<file path="src/rtl/serializer_pkg.sv">
// Shared definitions for the protobuf serializer datapath: scheduler states,
// field-index width default and lane numbering.
package serializer_pkg;

  typedef enum logic [1:0] {
    IDLE   = 2'd0,
    SEARCH = 2'd1,
    STREAM = 2'd2,
    FINISH = 2'd3
  } state_t;

  localparam int DEFAULT_IDX_W = 10;

  localparam int LANE_VARINT = 0;
  localparam int LANE_RAW    = 1;

  // Width of a lane number; a single-lane build still needs a 1-bit grant.
  function automatic int gnt_width(input int n);
    return (n > 1) ? $clog2(n) : 1;
  endfunction

endpackage

</file>
<file path="src/rtl/lane_index_match.sv">
// Compares every lane's head field index against the current field index and
// grants the lowest-numbered matching lane.
module lane_index_match
  import serializer_pkg::*;
#(
  parameter int NUM_LANES = 2,
  parameter int IDX_W     = DEFAULT_IDX_W,
  parameter int GNT_W     = gnt_width(NUM_LANES)
) (
  input  logic [NUM_LANES-1:0]       lane_valid,
  input  logic [NUM_LANES*IDX_W-1:0] lane_index,
  input  logic [IDX_W-1:0]           cur_idx,
  output logic                       match_any,
  output logic [GNT_W-1:0]           gnt
);

  logic [NUM_LANES-1:0] match;

  always_comb begin
    match = '0;
    for (int i = 0; i < NUM_LANES; i++) begin
      match[i] = lane_valid[i] && (lane_index[i*IDX_W +: IDX_W] == cur_idx);
    end
  end

  // Scan from the top so the lowest matching lane is the last one written.
  always_comb begin
    match_any = |match;
    gnt       = '0;
    for (int i = NUM_LANES - 1; i >= 0; i--) begin
      if (match[i]) begin
        gnt = GNT_W'(i);
      end
    end
  end

endmodule

</file>
<file path="src/rtl/field_merge_scheduler.sv">
// Merges per-encoder byte lanes into the shared output FIFO, emitting whole
// fields in ascending field-index order.
module field_merge_scheduler
  import serializer_pkg::*;
#(
  parameter int NUM_LANES = 2,
  parameter int IDX_W     = DEFAULT_IDX_W,
  parameter int CNT_W     = 16
) (
  input  logic                       clock_clk,
  input  logic                       reset_reset,
  input  logic                       start,
  input  logic [IDX_W-1:0]           num_fields,
  input  logic [NUM_LANES-1:0]       lane_valid,
  input  logic [NUM_LANES*8-1:0]     lane_data,
  input  logic [NUM_LANES*IDX_W-1:0] lane_index,
  input  logic [NUM_LANES-1:0]       lane_last,
  output logic [NUM_LANES-1:0]       lane_pop,
  output logic [7:0]                 out_data,
  output logic                       out_push,
  input  logic                       out_full,
  output logic                       busy,
  output logic                       done,
  output logic                       err,
  output logic [CNT_W-1:0]           byte_count
);

  localparam int GNT_W = gnt_width(NUM_LANES);

  state_t           state;
  logic [IDX_W-1:0] num_fields_q;
  logic [IDX_W-1:0] cur_idx;
  logic [IDX_W-1:0] next_idx;
  logic [GNT_W-1:0] gnt_q;
  logic [GNT_W-1:0] gnt_w;
  logic             match_any;
  logic             streaming;
  logic             head_valid;
  logic             head_last;

  lane_index_match #(
    .NUM_LANES (NUM_LANES),
    .IDX_W     (IDX_W),
    .GNT_W     (GNT_W)
  ) u_match (
    .lane_valid (lane_valid),
    .lane_index (lane_index),
    .cur_idx    (cur_idx),
    .match_any  (match_any),
    .gnt        (gnt_w)
  );

  // The handshake is combinational so a field streams at one byte per cycle;
  // reset gates it so an aborted message never pops or pushes.
  assign streaming  = (state == STREAM) && !reset_reset;
  assign head_valid = lane_valid[gnt_q];
  assign head_last  = lane_last[gnt_q];
  assign out_push   = streaming && head_valid && !out_full;
  assign next_idx   = cur_idx + 1'b1;

  always_comb begin
    lane_pop = '0;
    out_data = '0;
    if (streaming) begin
      out_data = lane_data[8*int'(gnt_q) +: 8];
    end
    if (out_push) begin
      lane_pop[gnt_q] = 1'b1;
    end
  end

  always_ff @(posedge clock_clk) begin
    if (reset_reset) begin
      state      <= IDLE;
      busy       <= 1'b0;
      done       <= 1'b0;
      err        <= 1'b0;
      byte_count <= '0;
      cur_idx    <= '0;
    end else begin
      done <= 1'b0;
      case (state)
        IDLE: begin
          if (start) begin
            num_fields_q <= num_fields;
            cur_idx      <= '0;
            byte_count   <= '0;
            err          <= 1'b0;
            busy         <= 1'b1;
            state        <= (num_fields == '0) ? FINISH : SEARCH;
          end
        end
        SEARCH: begin
          if (match_any) begin
            gnt_q <= gnt_w;
            state <= STREAM;
          end else if (&lane_valid) begin
            // Every lane has a head byte yet none carries this field.
            err   <= 1'b1;
            state <= FINISH;
          end
        end
        STREAM: begin
          if (out_push) begin
            byte_count <= byte_count + 1'b1;
            if (head_last) begin
              cur_idx <= next_idx;
              state   <= (next_idx == num_fields_q) ? FINISH : SEARCH;
            end
          end
        end
        FINISH: begin
          done  <= 1'b1;
          busy  <= 1'b0;
          state <= IDLE;
        end
        default: state <= IDLE;
      endcase
    end
  end

endmodule

</file>
<file path="config.mk">
export PLATFORM = sky130hd
export DESIGN_NAME = field_merge_scheduler
export DESIGN_NICKNAME = d
export VERILOG_FILES = /design/src/rtl/serializer_pkg.sv /design/src/rtl/lane_index_match.sv /design/src/rtl/field_merge_scheduler.sv
export SDC_FILE = /design/constraint.sdc
export NUM_CORES = 1
export LEC_CHECK = 0
export CORE_MARGIN = 2
export CORE_UTILIZATION = 42
export DETAILED_ROUTE_END_ITERATION = 8
export GPL_TIMING_DRIVEN = 0
export PLACE_DENSITY = 0.87
export SLEW_MARGIN = 20
export SYNTH_ARGS = -nofsm -noshare
export SYNTH_HDL_FRONTEND = slang
export SYNTH_HIERARCHICAL = 1
export SYNTH_SLANG_ARGS = --single-unit
</file>
<file path="constraint.sdc">
create_clock -name clock_clk -period 1.9 [get_ports clock_clk]
set_input_delay 0.285 -clock clock_clk [delete_from_list [all_inputs] [get_ports clock_clk]]
set_output_delay 0.285 -clock clock_clk [all_outputs]
set_load 0.05 [all_outputs]
</file>
==> results.sh <==
export IMPL_status="finished with violations"
export IMPL_violations="setup timing"
export IMPL_die_x_um=81.96
export IMPL_cts_made_buffers=5
export IMPL_overflow=0
export IMPL_grt_antenna_before_repair=0
export IMPL_ys_seq_area_share_pct=37.25
export IMPL_synth_edf_count=11
export IMPL_critPathRequiredTime_ns=1.62
export IMPL_drt_vias_per_instance=6.063
export IMPL_cts_buffer_depth=2
export IMPL_synth_top_area_share_pct=24.31
export IMPL_fin_skew_ns=0.01573
export IMPL_powerDensity_mw_per_mm2=507.3
export IMPL_diodes=0
export IMPL_layout_setup_ws_ns=-0.1967
export IMPL_grtUsageTotal_pct=23.26
export IMPL_critical_path_class="reg -> out"
export IMPL_grt_pass1_vias=2580
export IMPL_max_stage_delay_ns=0.42
export IMPL_path_depth=5
export IMPL_gp_congestion=0.8629
export IMPL_cts_root_buf="clkbuf_8"
export IMPL_fillerInstances=368
export IMPL_avgSynthCellArea_um2=8.565
export IMPL_cts_sinks=42
export IMPL_reg2reg_depth=9
export IMPL_synth_cell_types=45
export IMPL_synth_cells=298
export IMPL_wl_per_cell_um=19.77
export IMPL_cp_buffers_inverters=2
export IMPL_final_common_cell="clkdlybuf4s50_1"
export IMPL_synthTopCellsByArea="dfxtp_1 24%, edfxtp_1 13%, xnor2_1 9.6%, a21oi_1 4.9%, nor2_1 4.3%"
export IMPL_final_core_util_pct=73.00
export IMPL_synth_area_leader_cell="dfxtp_1"
export IMPL_die_h_um=81.96
export IMPL_setup_tns_ns=-2.584
export IMPL_async_reset_ff_share_pct=0
export IMPL_start_util_pct=43.37
export IMPL_path_clk_slew_ns=0.10
export IMPL_final_max_slew_viol_count=0
export IMPL_whs_path_depth=2
export IMPL_drive_gt1_share_pct=28.33
export IMPL_htree_num_levels=2
export IMPL_hold_class="reg -> reg"
export IMPL_worstSetupStartpointType="flip-flop"
export IMPL_cpMaxStageDelayCell="or3b_4"
export IMPL_vias=3001
export IMPL_hold_violations=0
export IMPL_holdWs_ns=0.5100
export IMPL_synthFlopType="dfxtp_1"
export IMPL_max_slew_margin_pct=62.72
export IMPL_synth_top_family_by_area="simple AND/OR/NAND/NOR gates"
export IMPL_port_buffers=83
export IMPL_cp_end_kind="primary output"
export IMPL_synth_fp_nets=354
export IMPL_synth_simple_area_share_pct=26.03
export IMPL_fmax_mhz=476.9
export IMPL_syn_area_mm2=0.002552
export IMPL_die_area_mm2=0.006717
export IMPL_crit_path_max_fanout=4
export IMPL_finalNonFillerCells=495
export IMPL_clkLatencyLatePin_ns=0.32
export IMPL_ant_nets=0
export IMPL_rows=28
export IMPL_cts_tree="built"
export IMPL_synth_compound_area_share_pct=13.97
export IMPL_ys_ff_latch=42
export IMPL_core_mm2=0.005886
export IMPL_post_place_cells=456
export IMPL_synth_adder_area_share_pct=0.9804
export IMPL_period_needed_ns=2.097
export IMPL_tightestPinTransition_ns=0.5593
export IMPL_synth_area_mux_share_pct=4.804
export IMPL_syn_to_final_growth_pct=68.33
export IMPL_path_cells="or3b_4, clkbuf_16, nor3_4, and2_4, buf_8"
export IMPL_mostFrequentLayoutCells="59 x clkdlybuf4s50_1, 26 x xnor2_1, 25 x buf_4, 21 x nor2_1, 20 x a21oi_1"
export IMPL_peakVddDrop_mv=0.5224
export IMPL_grt_setup_unrepaired="true"
export IMPL_critical_path_top_delay_family="simple AND/OR/NAND/NOR gates"
export IMPL_final_setup_viol_count=27
export IMPL_drtPass1Iterations=7
export IMPL_drt_wl_total_mm=9.784
export IMPL_grt_start_max_net_pins=16
export IMPL_drc=0
export IMPL_arrival_ns=1.81
export IMPL_ys_warn_count=6
export IMPL_nNetsFinal=475
export IMPL_num_io_pins=84
export IMPL_grt_pass1_wl_mm=12.16
export IMPL_dp_hpwl_mm=5.278
export IMPL_maxCapViolations=0
export IMPL_synth_xor_area_share_pct=13.73
export IMPL_drtIter0Drc=420
export IMPL_period_share_pct=110.4
export IMPL_leakage_uw=0.001584
[registers in the layout (all words and copies together), names as in the netlist]
register / cells
gnt_q: 1
cur_idx: 10
state: 2
num_fields_q: 10
err: 1
busy: 1
done: 1
byte_count: 16
[metrics by stage]
step	worst slack, ns	area [µm²]	power [µW]
6_report	-0.1967	4297	2180
5_1_grt	-0.3362	4297	2226
4_1_cts	-0.1389	3886	2078
3_5_place_dp	-0.9606	3523	1357
3_3_place_gp	-0.9522	3523	1347
2_1_floorplan	-0.2237	2599	1172
[cells in the mapped netlist (2+ instances only)]
| cell type | n |
|---|---|
| nor3_1 | 5 |
| nand3_1 | 11 |
| nand2_1 | 18 |
| nor2_1 | 29 |
| mux2_2 | 2 |
| nor2b_1 | 3 |
| mux2i_1 | 10 |
| o31ai_1 | 3 |
| xnor2_1 | 28 |
| clkbuf_1 | 12 |
| a22oi_1 | 3 |
| nand2b_1 | 2 |
| o21ai_0 | 19 |
| nor3b_1 | 4 |
| xor2_1 | 12 |
| and3_1 | 4 |
| dfxtp_1 | 31 |
| a21oi_1 | 25 |
| inv_1 | 5 |
| ha_1 | 2 |
| nor4_1 | 8 |
| and2_1 | 3 |
| nand4_1 | 13 |
| o21ai_1 | 2 |
| edfxtp_1 | 11 |
| or3_1 | 12 |
| or4_1 | 3 |
[layout make-up]
| class | count | area (µm²) | area share, % |
|---|---|---|---|
| Clock buffer | 6 | 93.84 | 2.184 |
| Buffer | 9 | 65.06 | 1.514 |
| Tap cell | 75 | 93.84 | 2.184 |
| Timing Repair Buffer | 119 | 1226 | 28.54 |
| Clock inverter | 2 | 17.52 | 0.4077 |
| Multi-Input combinational cell | 237 | 1800 | 41.90 |
| Inverter | 5 | 18.77 | 0.4368 |
| Sequential cell | 42 | 980.9 | 22.83 |
[tightest hold or removal path, cell delays in order, from the launching register on]
cell and delay (ns):
dfxtp_1 0.34, o21ai_0 0.07, a21oi_1 0.06
[final timing paths]
kind | start | slack (ns) | end
setup reg to reg | cur_idx[9] | -0.19 | state[1]
hold / removal | byte_count[13] | 0.51 | byte_count[13]
hold reg to reg | byte_count[13] | 0.51 | byte_count[13]
setup / recovery | state[0] | -0.20 | lane_pop[1]
[cells by family after synthesis]
| kind of cell | after synthesis |
|---|---|
| AOI/OAI and AO/OA | 61 |
| and+or+nand+nor | 122 |
| DFF | 42 |
| buffers and inverters | 19 |
| xor gates and xnor gates | 40 |
| muxes | 12 |
| adders and majority gates | 2 |
[report_power, final]
group          switching (µW)  leakage [µW]  internal [µW]
sequential               18.7      0.000362            935
combinational             260       0.00116            262
clock                     356     0.0000588            349
total                     634       0.00158           1550
[metal layers]
layer | track usage [%] | up-vias | routed length, µm
li1 | - | 1323 | -
met1 | 28.17 | 1412 | 3635
met2 | 39.84 | 215 | 4949
met3 | 4.945 | 51 | 805
met4 | 9.667 | 0 | 393
met5 | 0 | - | 0
[timing repair]
action,in CTS,in global routing
cloned,1,0
setup endpoints to repair,46,43
hold endpoints to repair,0,0
gates resized for setup,119,78
setup buffers,16,23
pin swaps,13,32
hold buffers,0,0
Power figures use the tool's default switching activity.
